`src/rtl/parity_frame_rx_pkg.sv`:
```
// Shared definitions for the parity-protected serial byte path.
// Holds the frame state encoding and the line levels of the framing bits.
// The matching serialiser uses the same definitions, so its frames and this
// receiver's frames cannot drift apart.
package parity_frame_rx_pkg;

  typedef enum logic [1:0] {
    IDLE   = 2'd0,
    DATA   = 2'd1,
    PARITY = 2'd2,
    STOP   = 2'd3
  } rx_state_t;

  localparam logic START_BIT = 1'b0;
  localparam logic STOP_BIT  = 1'b1;

endpackage

```
`src/rtl/parity_err_counter.sv`:
```
// Saturating error counter with a synchronous clear.
// Ports:
//   clk   - system clock, rising edge
//   rst_n - asynchronous active-low reset, count returns to 0
//   clear - synchronous clear; when inc is also high the count becomes 1
//   inc   - add one, unless the count is already all-ones
//   count - current error count
module parity_err_counter #(
  parameter int unsigned CNT_W = 8
) (
  input  logic             clk,
  input  logic             rst_n,
  input  logic             clear,
  input  logic             inc,
  output logic [CNT_W-1:0] count
);

  always_ff @(posedge clk or negedge rst_n) begin
    if (!rst_n) begin
      count <= '0;
    end else if (clear) begin
      // The erroring frame that completes alongside the clear is still counted.
      count <= inc ? CNT_W'(1) : '0;
    end else if (inc && (count != '1)) begin
      count <= count + CNT_W'(1);
    end
  end

endmodule

```
`src/rtl/parity_frame_rx.sv`:
```
// Receive end of the parity-protected byte path.
// Deserialises frames of: start bit (0), DATA_W data bits LSB first, a parity
// bit, and a stop bit (1). Parity is the XOR of the data bits, inverted when
// ODD_PARITY=1. The line is sampled only in bit_en cycles.
// Ports:
//   clk, rst_n  - clock (rising edge) and asynchronous active-low reset
//   bit_en      - bit strobe; rx_bit is sampled only when high
//   rx_bit      - serial line, idle high
//   clear_cnt   - synchronous clear of err_count
//   data_out    - last received word, held until the next frame completes
//   data_valid  - one-cycle pulse after the stop bit is sampled
//   parity_err  - parity mismatch on the last completed frame
//   frame_err   - stop bit of the last completed frame was 0
//   busy        - frame in progress
//   err_count   - saturating count of frames with any error
module parity_frame_rx
  import parity_frame_rx_pkg::*;
#(
  parameter int unsigned DATA_W     = 8,
  parameter int unsigned ODD_PARITY = 0,
  parameter int unsigned CNT_W      = 8
) (
  input  logic              clk,
  input  logic              rst_n,
  input  logic              bit_en,
  input  logic              rx_bit,
  input  logic              clear_cnt,
  output logic [DATA_W-1:0] data_out,
  output logic              data_valid,
  output logic              parity_err,
  output logic              frame_err,
  output logic              busy,
  output logic [CNT_W-1:0]  err_count
);

  localparam int unsigned      IDX_W    = (DATA_W > 1) ? $clog2(DATA_W) : 1;
  localparam logic [IDX_W-1:0] LAST_IDX = IDX_W'(DATA_W - 1);

  rx_state_t         state, state_nxt;
  logic [IDX_W-1:0]  bit_idx;
  logic [DATA_W-1:0] shreg;
  logic              rx_par;
  logic              complete;
  logic              par_bad;
  logic              stop_bad;
  logic              err_inc;

  always_ff @(posedge clk or negedge rst_n) begin
    if (!rst_n) begin
      state <= IDLE;
    end else begin
      state <= state_nxt;
    end
  end

  always_comb begin
    state_nxt = state;
    complete  = 1'b0;
    if (bit_en) begin
      unique case (state)
        IDLE:    if (rx_bit == START_BIT) state_nxt = DATA;
        DATA:    if (bit_idx == LAST_IDX) state_nxt = PARITY;
        PARITY:  state_nxt = STOP;
        STOP: begin
          // A low stop bit is not a start bit; a fresh start is needed.
          state_nxt = IDLE;
          complete  = 1'b1;
        end
        default: state_nxt = IDLE;
      endcase
    end
  end

  assign busy     = (state != IDLE);
  assign par_bad  = (rx_par != ((^shreg) ^ (ODD_PARITY != 0)));
  assign stop_bad = (rx_bit != STOP_BIT);
  assign err_inc  = complete && (par_bad || stop_bad);

  always_ff @(posedge clk or negedge rst_n) begin
    if (!rst_n) begin
      bit_idx    <= '0;
      shreg      <= '0;
      rx_par     <= 1'b0;
      data_out   <= '0;
      data_valid <= 1'b0;
      parity_err <= 1'b0;
      frame_err  <= 1'b0;
    end else begin
      data_valid <= complete;
      if (bit_en) begin
        unique case (state)
          IDLE: bit_idx <= '0;
          DATA: begin
            shreg[bit_idx] <= rx_bit;
            bit_idx        <= bit_idx + IDX_W'(1);
          end
          PARITY: rx_par <= rx_bit;
          default: ;
        endcase
      end
      if (complete) begin
        data_out   <= shreg;
        parity_err <= par_bad;
        frame_err  <= stop_bad;
      end
    end
  end

  parity_err_counter #(
    .CNT_W(CNT_W)
  ) u_err_counter (
    .clk  (clk),
    .rst_n(rst_n),
    .clear(clear_cnt),
    .inc  (err_inc),
    .count(err_count)
  );

endmodule

```
`config.mk`:
```
export PLATFORM = sky130hd
export DESIGN_NAME = parity_frame_rx
export DESIGN_NICKNAME = d
export VERILOG_FILES = /design/src/rtl/parity_frame_rx_pkg.sv /design/src/rtl/parity_err_counter.sv /design/src/rtl/parity_frame_rx.sv
export SDC_FILE = /design/constraint.sdc
export NUM_CORES = 1
export LEC_CHECK = 0
export CAP_MARGIN = 20
export CORE_MARGIN = 2
export CORE_UTILIZATION = 60
export CTS_BUF_LIST = sky130_fd_sc_hd__clkbuf_8
export DETAILED_ROUTE_END_ITERATION = 10
export DONT_BUFFER_PORTS = 1
export PLACE_DENSITY = 0.85
export SETUP_SLACK_MARGIN = 0.02
export SYNTH_ARGS = -nofsm -noshare
export SYNTH_HDL_FRONTEND = slang
export SYNTH_SLANG_ARGS = --single-unit
export TNS_END_PERCENT = 50
```
`constraint.sdc`:
```
create_clock -name clk -period 5.2 [get_ports clk]
set_input_delay 0.78 -clock clk [delete_from_list [all_inputs] [get_ports clk]]
set_output_delay 0.78 -clock clk [all_outputs]
set_load 0.05 [all_outputs]
```
==> out/metrics.cfg <==
[routing]
routedWlPerCell_um = 15.6
finalWirelength_um = 2830
avgViaCountPerCell = 5.93
ant_nets = 0
vias = 1073
drtIter0Drc = 40
remaining_drc_errors = 0
dr.pass1.iters = 4

[critical_path]
path_class = flip-flop to flip-flop
cp_data_required_time_ps = 5370
crit_path_end_kind = flip-flop
worstSetupStartpoint = shreg[2]$_DFFE_PN0P_
r2r_slack_ps = 2920
path_max_fanout = 13
cp-start-kind = flip-flop
r2r-start = shreg[2]$_DFFE_PN0P_
arrival_ps = 2440

[synth]
yosys.area.top_type = dfrtp_1
avgSynthCellArea_um2 = 11.3
yosysUniqueCellTypes = 32
synth-seq-cells = 33
synth_warnings = 0
synth_enable_flop_cells = 0
ys_seq_area_share_pct = 49.5
synthFlopType = dfrtp_1
netlist_top_cells_count = 33 x dfrtp_1, 19 x mux2_2, 14 x nand2_1
synthesis.area_mm2 = 0.00167
post-synth-top-count-cell = dfrtp_1
synthTopCellsByArea = dfrtp_1 50%, mux2_2 13%, ha_1 6.0%, nand2_1 3.2%, nand2b_1 2.6%
synth_cells = 148
syn-num-nets = 161
netlist.area_leader.share_pct = 49.5
async_flop_share_pct = 100

[clocking]
ctsResizeCount = 0
cts.path.max_buffers = 2
numCtsBuffers = 5
cts_tree = done
cts_max_level = 2
clk_latency_ps = 280
hold_buffers = 0
cts_setup_buffers = 0
clk_pin_slew_ps = 60
cts_sinks = 33
root_buffer = clkbuf_8

[place]
dp.cells = 174
placed_area_mm2 = 0.00168
io_buffers = 0
dp_hpwl_um = 2050
place_ws_ps = 2920
gp_congestion = 0.781

[sta]
fin_ws_ps = 2920
finalClockSkew_ps = 5.46
min_period_over_period_pct = 43.8
fmax_ghz = 0.439
finalHoldViolations = 0
slew_viol_final = 0
tightest_slew_ps = 846
rsz0062_at_grt = no
min_period_ps = 2280
setup_viol = 0
slew_headroom_pct = 42.0
setup_tns_ps = 0

[floorplanning]
ioPinCount = 25
dieHeight_um = 56.7
fp.coreArea_mm2 = 0.00269
die_width_um = 56.7
std_cell_rows = 19
initial_core_util_pct = 62.0
die_area_mm2 = 0.00322

[finish]
fin_nets = 163
fin_cells = 181
drive_above_1_share_pct = 18.0
num_antenna_cells = 0
stdcell_area_mm2 = 0.00177
syn2layout_area_growth_pct = 5.93

[grt]
grt_pass1_wl_um = 4860
grt_use_total_pct = 20.3
antenna_found_initial = 0
grt_use_met2_pct = 31.1
grt-ovfl-total = 0
grt_max_degree = 34
met3_usage_pct = 7.83
busiest_layer = met2
grt_use_met1_pct = 25.5
grt_pass1_vias = 1063

[power]
power_w = 0.00117
leakagePower_nw = 0.813
power_density_mw_per_mm2 = 661
ir_drop_mv = 0.529

[worst_hold_path]
hold_class = primary input to asynchronous set/reset pin

[outcome]
status = complete, no violations

[flow_run]
max_cap_viol_count = 0

==> worst max-delay path: stages, from the launching register on <==
cell	delay, ps
dfrtp_1	400
xor2_1	180
xnor3_2	460
mux2i_1	670
nor3b_1	130
mux2_2	310
==> cells by family (layout without fill, tap and decap cells) <==
logic type / Yosys count / count (layout) / share of synthesized area (%)
and+or+nand+nor: 51 / 51 / 15.5
DFF: 33 / 33 / 49.5
muxes: 21 / 21 / 14.0
AOI/OAI and AO/OA: 18 / 18 / 7.13
buffers and inverters: 11 / 13 / 2.93
adders and majority gates: 8 / 8 / 6.01
xor gates and xnor gates: 6 / 6 / 4.88
==> through the flow <==
step,hold WS [ps],utilization [%]
final,185,65.7
after global routing,173,65.7
after CTS,181,65.7
after detailed placement,485,62.5
after global placement,485,62.5
after floorplan,484,-
==> metal layers <==
metal | vias to the layer above | share of wire (%) | wire length, um
met3 | 9 | 5.2 | 147
met5 | - | 0 | 0
li1 | 524 | - | -
met2 | 25 | 47 | 1330
met4 | 0 | 2.3 | 64
met1 | 515 | 45 | 1280
==> registers in the layout, summed over array words and instances, names as in the netlist <==
| signal | flops |
|---|---|
| data_out | 8 |
| shreg | 8 |
| u_err_counter.count | 8 |
| bit_idx | 3 |
| state | 2 |
| data_valid | 1 |
| frame_err | 1 |
| parity_err | 1 |
| rx_par | 1 |
==> worst paths after layout <==
kind / endpoint / cells after the start
setup / recovery: u_err_counter.count[5]$_DFFE_PN0P_ / 5
hold / removal: data_out[3]$_DFFE_PN0P_ / 0
setup reg to reg: u_err_counter.count[5]$_DFFE_PN0P_ / 5
hold reg to reg: rx_par$_DFFE_PN0P_ / 1
max in group asynchronous: u_err_counter.count[1]$_DFFE_PN0P_ / 0
min in group clk: rx_par$_DFFE_PN0P_ / 1
==> cell usage in the layout (no fill, tap or decap), types with 5 or more instances in the layout <==
master    instances
dfrtp_1          33
a21oi_1           5
ha_1              8
clkbuf_8          6
mux2_2           19
nand2_1          14
nand2b_1          7
nor2_1           10
inv_1             7
==> power breakdown <==
part | internal [W] | switching [W] | total, W
registers | 0.000345 | 0.000223 | 0.000568
logic | 0.000207 | 0.000203 | 0.000410
clock network | 0.000103 | 0.0000862 | 0.000189
total | 0.000654 | 0.000512 | 0.00117
==> area by class of cell <==
cell class | instances | area [um2]
clock buffers | 6 | 82.6
clock inverters | 1 | 3.75
fillers | 215 | 921
inverters | 6 | 22.5
multi-input cells | 104 | 792
flip-flops and latches | 33 | 826
well taps | 31 | 38.8
Note: power is estimated with default switching activity, not from simulation.
